--- config.mk ---
export PLATFORM = sky130hd
export DESIGN_NAME = gb_video_timing
export DESIGN_NICKNAME = d
export VERILOG_FILES = /design/src/rtl/gb_video_pkg.sv /design/src/rtl/gb_video_timing_pipe.sv /design/src/rtl/gb_video_timing.sv
export SDC_FILE = /design/constraint.sdc
export NUM_CORES = 1
export LEC_CHECK = 0
export BUFFER_PORTS_ARGS = -buffer_cell sky130_fd_sc_hd__buf_2
export CELL_PAD_IN_SITES_DETAIL_PLACEMENT = 1
export CELL_PAD_IN_SITES_GLOBAL_PLACEMENT = 1
export CORE_MARGIN = 5
export CORE_UTILIZATION = 45
export DETAILED_ROUTE_END_ITERATION = 10
export PLACE_DENSITY = 0.84
export REMOVE_ABC_BUFFERS = 1
export SETUP_SLACK_MARGIN = 0.1
export SYNTH_ARGS = -nofsm -noshare
export SYNTH_HDL_FRONTEND = slang
export SYNTH_SLANG_ARGS = --single-unit
--- constraint.sdc ---
create_clock -name clock25 -period 5.65 [get_ports clock25]
set_input_delay 1.13 -clock clock25 [delete_from_list [all_inputs] [get_ports clock25]]
set_output_delay 1.13 -clock clock25 [all_outputs]
set_load 0.01 [all_outputs]
--- src/rtl/gb_video_pkg.sv ---
// Shared constants, pixel type and window placement helper for the
// Game Boy 640x480 HDMI video path.
package gb_video_pkg;

    localparam int GB_H_ACTIVE = 640;
    localparam int GB_H_FP     = 16;
    localparam int GB_H_SYNC   = 96;
    localparam int GB_H_BP     = 48;
    localparam int GB_V_ACTIVE = 480;
    localparam int GB_V_FP     = 10;
    localparam int GB_V_SYNC   = 2;
    localparam int GB_V_BP     = 33;
    localparam int GB_WIDTH    = 160;
    localparam int GB_HEIGHT   = 144;
    localparam int GB_SCALE    = 3;
    localparam int GB_LATENCY  = 3;

    typedef struct packed {
        logic [7:0] red;
        logic [7:0] green;
        logic [7:0] blue;
    } rgb888_t;

    // Origin of an upscaled frame centred inside an active span.
    function automatic int win_origin(input int active, input int size, input int scale);
        return (active - size * scale) / 2;
    endfunction

endpackage

--- src/rtl/gb_video_timing_pipe.sv ---
// N-stage register shift line used to carry raster timing flags across the
// framebuffer/palette read latency.
module pipe_delay #(
    parameter int             W         = 1,
    parameter int             N         = 1,
    parameter logic [W-1:0]   RESET_VAL = '0
) (
    input  logic         clock25,
    input  logic         resetn,
    input  logic [W-1:0] i_d,
    output logic [W-1:0] o_q
);

    logic [W-1:0] r_stage [N];

    // Shift the input through N stages; reset loads the inactive value.
    always_ff @(posedge clock25 or negedge resetn) begin
        if (!resetn) begin
            for (int i = 0; i < N; i++) r_stage[i] <= RESET_VAL;
        end else begin
            r_stage[0] <= i_d;
            for (int i = 1; i < N; i++) r_stage[i] <= r_stage[i-1];
        end
    end

    assign o_q = r_stage[N-1];

endmodule

--- src/rtl/gb_video_timing.sv ---
// 640x480@60 raster generator that centres an integer-upscaled Game Boy
// frame, issues framebuffer coordinates and drives the HDMI transmitter.
module gb_video_timing
    import gb_video_pkg::*;
#(
    parameter int          H_ACTIVE = GB_H_ACTIVE,
    parameter int          H_FP     = GB_H_FP,
    parameter int          H_SYNC   = GB_H_SYNC,
    parameter int          H_BP     = GB_H_BP,
    parameter int          V_ACTIVE = GB_V_ACTIVE,
    parameter int          V_FP     = GB_V_FP,
    parameter int          V_SYNC   = GB_V_SYNC,
    parameter int          V_BP     = GB_V_BP,
    parameter int          WIDTH    = GB_WIDTH,
    parameter int          HEIGHT   = GB_HEIGHT,
    parameter int          SCALE    = GB_SCALE,
    parameter int          LATENCY  = GB_LATENCY,
    parameter logic [23:0] BORDER   = 24'h000000
) (
    input  logic        clock25,
    input  logic        resetn,
    output logic [7:0]  x,
    output logic [7:0]  y,
    input  logic [7:0]  r,
    input  logic [7:0]  g,
    input  logic [7:0]  b,
    output logic        frame_start,
    output logic        HDMI_TX_CLK,
    output logic [23:0] HDMI_TX_D,
    output logic        HDMI_TX_DE,
    output logic        HDMI_TX_HS,
    output logic        HDMI_TX_VS,
    input  logic        HDMI_TX_INT
);

    localparam int H_TOTAL = H_ACTIVE + H_FP + H_SYNC + H_BP;
    localparam int V_TOTAL = V_ACTIVE + V_FP + V_SYNC + V_BP;
    localparam int X0      = win_origin(H_ACTIVE, WIDTH, SCALE);
    localparam int Y0      = win_origin(V_ACTIVE, HEIGHT, SCALE);

    localparam logic [9:0] C_H_LAST = 10'(H_TOTAL - 1);
    localparam logic [9:0] C_V_LAST = 10'(V_TOTAL - 1);
    localparam logic [9:0] C_H_ACT  = 10'(H_ACTIVE);
    localparam logic [9:0] C_V_ACT  = 10'(V_ACTIVE);
    localparam logic [9:0] C_HS_BEG = 10'(H_ACTIVE + H_FP);
    localparam logic [9:0] C_HS_END = 10'(H_ACTIVE + H_FP + H_SYNC);
    localparam logic [9:0] C_VS_BEG = 10'(V_ACTIVE + V_FP);
    localparam logic [9:0] C_VS_END = 10'(V_ACTIVE + V_FP + V_SYNC);
    localparam logic [9:0] C_X0     = 10'(X0);
    localparam logic [9:0] C_X1     = 10'(X0 + WIDTH * SCALE);
    localparam logic [9:0] C_Y0     = 10'(Y0);
    localparam logic [9:0] C_Y1     = 10'(Y0 + HEIGHT * SCALE);
    localparam logic [7:0] C_S_LAST = 8'(SCALE - 1);

    logic [9:0]  r_hcount, r_vcount;
    logic [7:0]  r_x, r_subx, r_y, r_yrow, r_suby;
    logic [23:0] r_tx_d;
    logic        r_de, r_hs, r_vs;

    logic [9:0]  w_h_next, w_v_next;
    logic        w_h_wrap, w_win_next, w_row_in;
    logic [7:0]  w_x_next, w_subx_next, w_yrow_next, w_suby_next;
    logic        w_de_raw, w_hs_raw, w_vs_raw, w_win_raw;
    logic [3:0]  w_pipe;
    rgb888_t     w_pix;
    logic        w_unused_int;

    // Next raster position and next-cycle coordinate state. Coordinates are
    // computed for the upcoming position so that the registered x/y line up
    // with hcount/vcount in the same cycle.
    always_comb begin
        w_h_wrap    = (r_hcount == C_H_LAST);
        w_h_next    = w_h_wrap ? 10'd0 : r_hcount + 10'd1;
        w_v_next    = r_vcount;
        if (w_h_wrap) w_v_next = (r_vcount == C_V_LAST) ? 10'd0 : r_vcount + 10'd1;
        w_win_next  = (w_h_next >= C_X0) && (w_h_next < C_X1) &&
                      (w_v_next >= C_Y0) && (w_v_next < C_Y1);
        w_row_in    = (r_vcount >= C_Y0) && (r_vcount < C_Y1);

        w_x_next    = 8'd0;
        w_subx_next = 8'd0;
        if (w_win_next && (w_h_next != C_X0)) begin
            if (r_subx == C_S_LAST) begin
                w_x_next = r_x + 8'd1;
            end else begin
                w_x_next    = r_x;
                w_subx_next = r_subx + 8'd1;
            end
        end

        w_yrow_next = r_yrow;
        w_suby_next = r_suby;
        if (w_h_wrap) begin
            if (w_v_next == C_Y0) begin
                w_yrow_next = 8'd0;
                w_suby_next = 8'd0;
            end else if (w_row_in) begin
                if (r_suby == C_S_LAST) begin
                    w_yrow_next = r_yrow + 8'd1;
                    w_suby_next = 8'd0;
                end else begin
                    w_suby_next = r_suby + 8'd1;
                end
            end
        end
    end

    assign w_de_raw  = (r_hcount < C_H_ACT) && (r_vcount < C_V_ACT);
    assign w_hs_raw  = !((r_hcount >= C_HS_BEG) && (r_hcount < C_HS_END));
    assign w_vs_raw  = !((r_vcount >= C_VS_BEG) && (r_vcount < C_VS_END));
    assign w_win_raw = (r_hcount >= C_X0) && (r_hcount < C_X1) &&
                       (r_vcount >= C_Y0) && (r_vcount < C_Y1);

    // Raster counters and coordinate registers.
    always_ff @(posedge clock25 or negedge resetn) begin
        if (!resetn) begin
            r_hcount <= '0;
            r_vcount <= '0;
            r_x      <= '0;
            r_subx   <= '0;
            r_y      <= '0;
            r_yrow   <= '0;
            r_suby   <= '0;
        end else begin
            r_hcount <= w_h_next;
            r_vcount <= w_v_next;
            r_x      <= w_x_next;
            r_subx   <= w_subx_next;
            r_y      <= w_win_next ? w_yrow_next : 8'd0;
            r_yrow   <= w_yrow_next;
            r_suby   <= w_suby_next;
        end
    end

    pipe_delay #(
        .W         (4),
        .N         (LATENCY),
        .RESET_VAL (4'b0110)
    ) u_timing_pipe (
        .clock25 (clock25),
        .resetn  (resetn),
        .i_d     ({w_de_raw, w_hs_raw, w_vs_raw, w_win_raw}),
        .o_q     (w_pipe)
    );

    assign w_pix = '{red: r, green: g, blue: b};

    // Output stage: pixel data, border or blanking, with sync and DE.
    always_ff @(posedge clock25 or negedge resetn) begin
        if (!resetn) begin
            r_tx_d <= '0;
            r_de   <= 1'b0;
            r_hs   <= 1'b1;
            r_vs   <= 1'b1;
        end else begin
            r_de   <= w_pipe[3];
            r_hs   <= w_pipe[2];
            r_vs   <= w_pipe[1];
            if (w_pipe[3] && w_pipe[0]) r_tx_d <= w_pix;
            else if (w_pipe[3])         r_tx_d <= BORDER;
            else                        r_tx_d <= '0;
        end
    end

    // frame_start is undelayed: high while the raster sits at the origin,
    // but never while held in reset.
    assign frame_start  = resetn && (r_hcount == 10'd0) && (r_vcount == 10'd0);
    assign x            = r_x;
    assign y            = r_y;
    assign HDMI_TX_CLK  = ~clock25;
    assign HDMI_TX_D    = r_tx_d;
    assign HDMI_TX_DE   = r_de;
    assign HDMI_TX_HS   = r_hs;
    assign HDMI_TX_VS   = r_vs;
    assign w_unused_int = HDMI_TX_INT;

endmodule

==> flow_metrics.env, run 1 <==
export IMPL_outcome="complete, no violations"
export IMPL_dr_total_vias=3615
export IMPL_timing_worst_slew_pin_value_ns=0.969
export IMPL_die_h_um=112
export IMPL_rsz0062_at_grt="false"
export IMPL_effective_utilization_at_floorplan_pct=45.8
export IMPL_ctsLongestPathBuffers=2
export IMPL_synth_simple_gate_area_share_pct=26.7
export IMPL_grt_pass1_wl_um=19800
export IMPL_static_leakage_power_nw=2.57
export IMPL_synth_yosys_seq_area_share_pct=53.1
export IMPL_placement_io_buffers=70
export IMPL_p_sw_share_pct=22.8
export IMPL_synth_ff_type="dfrtp_1"
export IMPL_max_stage_delay_ns=0.18
export IMPL_synth_adder_area_share_pct=2.94
export IMPL_grt_pass1_vias=3834
export IMPL_largest_family_of_logic_cells_by_synthesized_area="simple AND/OR/NAND/NOR gates"
export IMPL_cell_variety_after_synth=61
export IMPL_postCtsHoldBufs=0
export IMPL_synth_area_in_xor_xnor_pct=6.36
export IMPL_net_count_final=533
export IMPL_critPathCaptureType="output port"
export IMPL_post_cts_setup_buffer_count=0
export IMPL_vdd_ir_drop_max_v=0.000116
export IMPL_report_power_total_w=0.00120
export IMPL_cts_inserted_buffers=9
export IMPL_congestion_overflow_gr=0
export IMPL_synth_top_cell_area_share_pct=48.6
export IMPL_crit_arrival_ns=3.35
export IMPL_worst_skew_pair_late_latency_ns=0.37
export IMPL_rr_startpoint="r_hcount[0]$_DFF_PN0_"
export IMPL_maxSlewViolCount=0
export IMPL_critical_path_slowest_cell="clkbuf_8"
export IMPL_cts_resized=0
export IMPL_top_post_synthesis_cells_by_count="dfrtp_1, nor2_1, and3_1"
export IMPL_timing_final_setup_violations=0
export IMPL_max_cap_violations=0
export IMPL_ctsHtreeMaxLevel=3
export IMPL_drt_pass1_iterations=4
export IMPL_grt_antenna_before_repair=0
export IMPL_clock_skew_ns=0.00917
export IMPL_critical_path_peak_fanout=16
export IMPL_floorplan_die_width_um=112
export IMPL_synth_area_mux_share_pct=0.454
export IMPL_placeableCoreArea_um2=10200
export IMPL_routed_wire_length_um=11700
export IMPL_area_growth_pct=13.9
export IMPL_synth_area_top_cells="dfrtp_1, dfstp_2, and3_1"
export IMPL_syn_avg_cell_area_um2=10.9
export IMPL_cts_reportedPaths_clkPinSlew_ns=0.09
export IMPL_pwr_share_comb_pct=1.9
export IMPL_final_antenna_net_count=0
export IMPL_critPathLaunch="clock25"
export IMPL_synth_compound_gate_area_share_pct=7.94
export IMPL_crit_top_cell="clkbuf_8"
export IMPL_yosysMostFrequentCell="dfrtp_1"
export IMPL_power_density_nw_per_um2=225
export IMPL_cts_root_buf="clkbuf_8"
export IMPL_crit_path_cell_trace="clkbuf_8, clkbuf_8, inv_1, buf_2"
export IMPL_register_to_register_path_setup_slack_ns=2.00
export IMPL_final_setup_tns_ns=0
export IMPL_netlist_top_cell_by_area="dfrtp_1"
export IMPL_row_count=37
export IMPL_reg2reg_to="r_suby[5]$_DFFE_PN0P_"
export IMPL_share_seq_of_total_power_pct=59.0
export IMPL_floorplan_io_pins=72
export IMPL_number_of_synthesized_flops_with_an_enable_pin=0
export IMPL_routed_wire_length_per_instance_um=18.4
export IMPL_p_int_w=0.000928
export IMPL_final_util_pct=52.1
export IMPL_final_layout_size_suffix_gt1_share_pct=22.8
export IMPL_grt_start_max_net_pins=56
export IMPL_hp_start="u_timing_pipe.r_stage[4]$_DFF_PN0_"
export IMPL_start_kind="clock port"
export IMPL_fp_dieArea_um2=12500
export IMPL_worst_slew_margin_rel_pct=34.9
export IMPL_crit_required_ns=4.52
export IMPL_power_switching_w=0.000273
export IMPL_hold_path_class="reg2reg"
export IMPL_yosysWarnings=0
export IMPL_drt_drc_violations_left=0
export IMPL_grt_usage_pct=19.3
export IMPL_synth_ff_latch_count=99
export IMPL_r2r_worst_path_cells=8
export IMPL_detailedPlacementHpwl_um=8360
export IMPL_antenna_cells_inserted=0
export IMPL_crit_type="clk2out"
export IMPL_finalHoldViolations=0
export IMPL_netlist_area_um2=4680
export IMPL_capturing_instance_or_port_of_the_critical_path="HDMI_TX_CLK"
export IMPL_tritoncts="done"
export IMPL_gp_routability_congestion=0.863
export IMPL_average_via_count_per_standard_cell=5.68
export IMPL_first_iter_violations=266
export IMPL_syn_instance_count=430
export IMPL_power_clock_fraction_pct=39.1
export IMPL_async_reset_ff_share_pct=100
[cell type report]
type                            count  area, µm²
Timing Repair Buffer               71        363
Clock buffer                       12        136
Inverter                            9       33.8
Tap cell                          136        170
Fill cell                        1150       4900
Multi-Input combinational cell    303       2080
Sequential cell                    99       2490
Clock inverter                      6       63.8
[sequential cells by signal, indices dropped and copies added (netlist names)]
| signal | count |
|---|---|
| HDMI_TX_D | 24 |
| HDMI_TX_DE | 1 |
| HDMI_TX_HS | 1 |
| HDMI_TX_VS | 1 |
| r_hcount | 10 |
| r_subx | 8 |
| r_suby | 8 |
| r_vcount | 10 |
| r_yrow | 8 |
| u_timing_pipe.o_q | 4 |
| u_timing_pipe.r_stage | 8 |
| x | 8 |
| y | 8 |
[metrics by stage]
| stage | std cells | area (µm²) | hold slack, ns | worst slack (ns) |
|---|---|---|---|---|
| 6_report | 636 | 5330 | 0.358 | 1.17 |
| 2_1_floorplan | 412 | 4600 | 0.331 | 1.62 |
| 3_3_place_gp | 620 | 5140 | 0.335 | 1.56 |
| 5_1_grt | 636 | 5330 | 0.366 | 1.13 |
| 4_1_cts | 636 | 5330 | 0.361 | 1.15 |
| 3_5_place_dp | 620 | 5140 | 0.342 | 1.56 |
[cell usage in the layout, fill, tap and decap left out, types with 8 or more instances in the layout]
cell       n
a21oi_1    9
and3_1    33
buf_2     69
clkbuf_8   9
dfrtp_1   91
dfstp_2    8
ha_1      11
inv_1     10
nand2_1   21
nand3_1   25
nand4_1   13
nor2_1    38
nor3_1    15
nor4_1     8
o21ai_0   14
xnor2_1   13
xor2_1    21
[critical path, delay by kind of cell]
| family | cells | cell delay [ns] |
|---|---|---|
| buffers and inverters | 4 | 0.52 |
[cell families after synthesis]
group	Yosys count
AO/OA/AOI/OAI	52
XOR/XNOR	34
adder cells (fa/ha/maj)	11
buffers and inverters	28
flip-flops	99
multiplexers	2
AND/OR/NAND/NOR	204
[per-layer routing]
metal	GRT usage (%)	part of all wire, %	up-vias
li1	-	-	1687
met1	25.7	45	1831
met2	32.3	49	80
met3	3.15	4.0	17
met4	6.81	1.8	0
met5	0	0	-
[power by group through the flow]
stage | Combinational, W | Clock, W | Sequential (W)
global placement | 0.0000228 | 0.0000129 | 0.000722
floorplan | 0.00000000609 | 0.00000696 | 0.000722
finish | 0.0000230 | 0.000470 | 0.000708
global route | 0.0000270 | 0.000513 | 0.000708
CTS | 0.0000240 | 0.000483 | 0.000708
detailed placement | 0.0000238 | 0.0000129 | 0.000722
[how the worst min path moves through the flow]
stage | end | slack (ns) | cells past startpoint
2_1_floorplan | u_timing_pipe.o_q[0]$_DFF_PN0_ | 0.33 | 0
6_report | u_timing_pipe.o_q[0]$_DFF_PN0_ | 0.36 | 0
3_3_place_gp | u_timing_pipe.o_q[0]$_DFF_PN0_ | 0.33 | 0
5_1_grt | HDMI_TX_HS$_DFF_PN1_ | 0.37 | 0
4_1_cts | HDMI_TX_HS$_DFF_PN1_ | 0.36 | 0
3_5_place_dp | u_timing_pipe.o_q[0]$_DFF_PN0_ | 0.34 | 0
Note: power is estimated with default switching activity, not from simulation.
==> run 2: changes to the inputs <==
--- a/config.mk
+++ b/config.mk
@@ -9,9 +9,9 @@
 export CELL_PAD_IN_SITES_DETAIL_PLACEMENT = 1
 export CELL_PAD_IN_SITES_GLOBAL_PLACEMENT = 1
 export CORE_MARGIN = 5
-export CORE_UTILIZATION = 45
+export CORE_UTILIZATION = 40
 export DETAILED_ROUTE_END_ITERATION = 10
-export PLACE_DENSITY = 0.84
+export PLACE_DENSITY = 0.79
 export REMOVE_ABC_BUFFERS = 1
 export SETUP_SLACK_MARGIN = 0.1
 export SYNTH_ARGS = -nofsm -noshare
==> constraint.sdc (replaced) <==
create_clock -name clock25 -period 3.98 [get_ports clock25]
set_input_delay 0.796 -clock clock25 [delete_from_list [all_inputs] [get_ports clock25]]
set_output_delay 0.796 -clock clock25 [all_outputs]
set_load 0.01 [all_outputs]
==> flow_metrics.env, run 2 (synthesis results as in run 1) <==
export IMPL_outcome="complete, no violations"
export IMPL_cts_root_buf="clkbuf_16"
export IMPL_final_setup_tns_ns=0
export IMPL_power_clock_fraction_pct=46.5
export IMPL_area_growth_pct=17.4
export IMPL_hold_path_class="in2async"
export IMPL_cp_top_family="simple AND/OR/NAND/NOR gates"
export IMPL_layout_min_cycle_time_ns=3.40
export IMPL_number_of_flip_flops_in_the_largest_register=24
export IMPL_cts_reportedPaths_clkPinSlew_ns=0.07
export IMPL_critPathCaptureType="register"
export IMPL_routed_wire_length_um=12000
export IMPL_final_util_pct=47.9
export IMPL_detailed_place_area_um2=5190
export IMPL_layout_common_cells="dfrtp_1, buf_2, nor2_1"
export IMPL_timing_final_ws_setup_ns=0.581
export IMPL_grt_pass1_wl_um=20400
export IMPL_pwr_share_comb_pct=1.6
export IMPL_finalInstanceArea_um2=5500
export IMPL_max_cap_violations=0
export IMPL_effective_utilization_at_floorplan_pct=40.8
export IMPL_max_stage_delay_ns=0.62
export IMPL_critical_path_slowest_cell="or4_1"
export IMPL_p_sw_share_pct=22.8
export IMPL_start_kind="register"
export IMPL_ctsHtreeMaxLevel=3
export IMPL_floorplan_die_width_um=118
export IMPL_grt_pass1_vias=3914
export IMPL_floorplan_io_pins=72
export IMPL_crit_path_cell_trace="ha_1, and3_1, nand3_1, or4_1, o211ai_1, or3b_1, nand4_2, nor3_1"
export IMPL_finalHoldViolations=0
export IMPL_p_int_w=0.00150
export IMPL_average_via_count_per_standard_cell=5.56
export IMPL_final_layout_size_suffix_gt1_share_pct=24.1
export IMPL_register_to_register_path_setup_slack_ns=0.58
export IMPL_hold_slack_ns=0.319
export IMPL_post_cts_setup_buffer_count=0
export IMPL_power_density_nw_per_um2=353
export IMPL_congestion_overflow_gr=0
export IMPL_drt_drc_violations_left=0
export IMPL_worst_skew_pair_late_latency_ns=0.35
export IMPL_crit_type="reg2reg"
export IMPL_cts_resized=0
export IMPL_timing_final_setup_violations=0
export IMPL_ctsLongestPathBuffers=2
export IMPL_antenna_cells_inserted=0
export IMPL_crit_arrival_ns=3.62
export IMPL_tritoncts="done"
export IMPL_worst_slew_margin_rel_pct=31.7
export IMPL_detailedPlacementHpwl_um=8270
export IMPL_final_antenna_net_count=0
export IMPL_critical_path_peak_fanout=9
export IMPL_static_leakage_power_nw=2.66
export IMPL_gp_routability_congestion=0.816
export IMPL_row_count=39
export IMPL_dpl_worst_slack_ns=0.659
export IMPL_first_iter_violations=287
export IMPL_drt_pass1_iterations=4
export IMPL_placement_io_buffers=70
export IMPL_die_h_um=118
export IMPL_routed_wire_length_per_instance_um=18.5
export IMPL_power_switching_w=0.000443
export IMPL_grt_start_max_net_pins=83
export IMPL_vdd_ir_drop_max_v=0.000296
export IMPL_worst_path_buf_inv=0
export IMPL_crit_required_ns=4.21
export IMPL_rsz0062_at_grt="false"
export IMPL_maxSlewViolCount=0
export IMPL_placeableCoreArea_um2=11500
export IMPL_share_seq_of_total_power_pct=51.8
export IMPL_clock_skew_ns=0.00767
export IMPL_final_min_period_over_clock_period_pct=85.4
export IMPL_dr_total_vias=3606
export IMPL_grt_usage_pct=17.5
export IMPL_layout_commonest_cell="dfrtp_1"
export IMPL_net_count_final=539
export IMPL_grt_antenna_before_repair=0
export IMPL_num_fill_cells=1272
export IMPL_cts_inserted_buffers=9
export IMPL_postCtsHoldBufs=0
export IMPL_timing_worst_slew_pin_value_ns=1.02
export IMPL_achievable_frequency_ghz=0.294
export IMPL_fp_dieArea_um2=14000
run 2: changes by cell type in the layout (fill, tap and decap cells not counted), sizes merged:
cell / before / now
inv: 11 / 14
buf: 72 / 78
bufinv: 1 / 0
clkinvlp: 1 / 0
clkbuf: 11 / 10
run 2: power groups by stage:
stage	combinational, W	sequential (W)	clock (W)
5_1_grt	0.0000378	0.00101	0.000971
4_1_cts	0.0000339	0.00101	0.000927
3_3_place_gp	0.0000322	0.00102	0.0000183
2_1_floorplan	0.00000000831	0.00103	0.00000987
3_5_place_dp	0.0000336	0.00102	0.0000183
6_report	0.0000318	0.00101	0.000903
run 2: final timing paths:
kind,endpoint,from,cells after the start
min in group clock25,u_timing_pipe.o_q[3]$_DFF_PN0_,u_timing_pipe.r_stage[7]$_DFF_PN0_,0
min,r_suby[5]$_DFFE_PN0P_,resetn,1
max,y[3]$_DFF_PN0_,r_hcount[0]$_DFF_PN0_,8
max reg2reg,y[3]$_DFF_PN0_,r_hcount[0]$_DFF_PN0_,8
max in group asynchronous,x[3]$_DFFE_PN0P_,resetn,2
min reg2reg,u_timing_pipe.o_q[3]$_DFF_PN0_,u_timing_pipe.r_stage[7]$_DFF_PN0_,0
run 2: layer usage:
| layer | vias to the layer above | global-route usage [%] | routed length (µm) | share of wire [%] |
|---|---|---|---|---|
| met1 | 1835 | 21.8 | 5230 | 44 |
| met5 | - | 0 | 0 | 0 |
| li1 | 1696 | - | - | - |
| met3 | 14 | 4.01 | 485 | 4.0 |
| met2 | 61 | 30.8 | 6150 | 51 |
| met4 | 0 | 4.44 | 157 | 1.3 |
run 2: final cells by class:
type	instances	area (µm²)	share of cell area, %
sequential	99	2490	45.3
multi-input combinational	303	2080	37.8
timing repair buffer	77	408	7.42
clock buffer	11	255	4.64
tap	143	179	3.26
clock inverter	7	56.3	1.02
inverter	9	33.8	0.615
run 2: stage by stage:
| step | total power [W] | instances |
|---|---|---|
| 2_1_floorplan | 0.00104 | 412 |
| 3_3_place_gp | 0.00108 | 633 |
| 3_5_place_dp | 0.00108 | 633 |
| 4_1_cts | 0.00197 | 649 |
| 5_1_grt | 0.00201 | 649 |
| 6_report | 0.00194 | 649 |
==> run 3: changes to the inputs <==
--- a/config.mk
+++ b/config.mk
@@ -6,6 +6,7 @@
 export NUM_CORES = 1
 export LEC_CHECK = 0
 export BUFFER_PORTS_ARGS = -buffer_cell sky130_fd_sc_hd__buf_2
+export CAP_MARGIN = 20
 export CELL_PAD_IN_SITES_DETAIL_PLACEMENT = 1
 export CELL_PAD_IN_SITES_GLOBAL_PLACEMENT = 1
 export CORE_MARGIN = 5
==> constraint.sdc (replaced) <==
create_clock -name clock25 -period 3.98 [get_ports clock25]
set_input_delay 0.796 -clock clock25 [delete_from_list [all_inputs] [get_ports clock25]]
set_output_delay 0.796 -clock clock25 [all_outputs]
set_load 0.02 [all_outputs]
==> flow_metrics.env, run 3 (synthesis results as in run 1) <==
export IMPL_outcome="complete, no violations"
export IMPL_worst_skew_pair_late_latency_ns=0.35
export IMPL_placeableCoreArea_um2=11500
export IMPL_highest_signal_layer="met4"
export IMPL_cts_root_buf="clkbuf_16"
export IMPL_grt_pass1_vias=3914
export IMPL_critPathCaptureType="register"
export IMPL_final_antenna_net_count=0
export IMPL_floorplan_die_width_um=118
export IMPL_finalHoldViolations=0
export IMPL_layout_common_cells="dfrtp_1, buf_2, nor2_1"
export IMPL_crit_required_ns=4.21
export IMPL_cts_resized=0
export IMPL_effective_utilization_at_floorplan_pct=40.8
export IMPL_first_iter_violations=259
export IMPL_antenna_cells_inserted=0
export IMPL_dr_total_vias=3608
export IMPL_average_via_count_per_standard_cell=5.55
export IMPL_num_fill_cells=1270
export IMPL_layout_commonest_cell="dfrtp_1"
export IMPL_routed_wire_length_um=12000
export IMPL_ctsHtreeMaxLevel=3
export IMPL_worst_slew_margin_rel_pct=55.5
export IMPL_area_growth_pct=18.0
export IMPL_fp_dieArea_um2=14000
export IMPL_rsz0062_at_grt="false"
export IMPL_ctsLongestPathBuffers=2
export IMPL_grt_start_max_net_pins=83
export IMPL_congestion_overflow_gr=0
export IMPL_crit_type="reg2reg"
export IMPL_final_layout_size_suffix_gt1_share_pct=24.3
export IMPL_detailedPlacementHpwl_um=8270
export IMPL_grt_usage_pct=17.5
export IMPL_wl_met1_um=5220
export IMPL_vdd_ir_drop_max_v=0.000336
export IMPL_met2_wirelength_um=6130
export IMPL_final_setup_tns_ns=0
export IMPL_placed_cells_incl_taps=633
export IMPL_net_count_final=540
export IMPL_gp_routability_congestion=0.816
export IMPL_die_h_um=118
export IMPL_number_of_flip_flops_in_the_largest_register=24
export IMPL_row_count=39
export IMPL_floorplan_io_pins=72
export IMPL_clock_skew_ns=0.00748
export IMPL_postCtsHoldBufs=0
export IMPL_drt_drc_violations_left=0
export IMPL_cts_inserted_buffers=9
export IMPL_hold_path_class="in2async"
export IMPL_tritoncts="done"
export IMPL_max_cap_violations=0
export IMPL_start_kind="register"
export IMPL_placement_io_buffers=70
export IMPL_power_density_nw_per_um2=354
export IMPL_achievable_frequency_ghz=0.294
export IMPL_routed_wire_length_per_instance_um=18.5
export IMPL_stdcell_count=650
export IMPL_grt_antenna_before_repair=0
export IMPL_final_min_period_over_clock_period_pct=85.6
export IMPL_crit_arrival_ns=3.63
export IMPL_met3_length_um=502
export IMPL_critical_path_peak_fanout=10
export IMPL_timing_worst_slew_pin_value_ns=0.661
export IMPL_cts_reportedPaths_clkPinSlew_ns=0.07
export IMPL_post_cts_setup_buffer_count=0
export IMPL_maxSlewViolCount=0
export IMPL_drt_pass1_iterations=4
export IMPL_grt_pass1_wl_um=20400
export IMPL_layout_min_cycle_time_ns=3.41
export IMPL_timing_final_setup_violations=0
export IMPL_static_leakage_power_nw=2.67
[run 3: final timing paths]
| path | startpoint | endpoint | slack, ns | cells past startpoint |
|---|---|---|---|---|
| max in group asynchronous | resetn | HDMI_TX_VS$_DFF_PN1_ | 2.74 | 3 |
| setup reg to reg | r_hcount[0]$_DFF_PN0_ | y[3]$_DFF_PN0_ | 0.57 | 8 |
| hold reg to reg | u_timing_pipe.r_stage[7]$_DFF_PN0_ | u_timing_pipe.o_q[3]$_DFF_PN0_ | 0.36 | 0 |
| setup / recovery | r_hcount[0]$_DFF_PN0_ | y[3]$_DFF_PN0_ | 0.57 | 8 |
| min in group clock25 | u_timing_pipe.r_stage[7]$_DFF_PN0_ | u_timing_pipe.o_q[3]$_DFF_PN0_ | 0.36 | 0 |
| hold / removal | resetn | r_suby[5]$_DFFE_PN0P_ | 0.32 | 1 |
[run 3: power by group]
group	total, W	switching, W	internal [W]
Sequential	0.00101	0	0.00101
Clock	0.000914	0.000431	0.000483
Combinational	0.0000354	0.0000232	0.0000122
Total	0.00195	0.000454	0.00150
[run 3: layout make-up]
type                            instances  area (µm²)  share of cell area (%)
Tap cell                              143         179                    3.24
Sequential cell                        99        2490                    45.0
Timing Repair Buffer                   78         435                    7.88
Multi-Input combinational cell        303        2080                    37.6
Clock buffer                           11         255                    4.62
Inverter                                9        33.8                   0.612
Clock inverter                          7        56.3                    1.02
[run 3: worst max-delay path, stage by stage (launching register included)]
cell       delay, ns
dfrtp_1         0.46
ha_1            0.40
nand3_2         0.29
or4_4           0.59
or4_4           0.53
nand4bb_4       0.16
or3b_1          0.22
nand4_2         0.28
nor3_1          0.35
[run 3: layer usage]
| metal | global-route usage (%) | up-vias |
|---|---|---|
| met3 | 4.01 | 15 |
| met2 | 30.8 | 65 |
| met5 | 0 | - |
| met4 | 4.44 | 0 |
| li1 | - | 1700 |
| met1 | 21.8 | 1828 |
[run 3: metrics by stage]
| stage | setup WS (ns) | util, % | power (W) | cell area [µm²] | hold WS (ns) |
|---|---|---|---|---|---|
| finish | 0.575 | 48.2 | 0.00195 | 5520 | 0.319 |
| global route | 0.380 | 48.2 | 0.00203 | 5520 | 0.329 |
| CTS | 0.565 | 47.9 | 0.00197 | 5500 | 0.321 |
| detailed placement | 0.659 | 45.3 | 0.00109 | 5190 | 0.340 |
| global placement | 0.778 | 45.3 | 0.00108 | 5190 | 0.333 |
| floorplan | 0.897 | - | 0.00104 | 4600 | 0.331 |
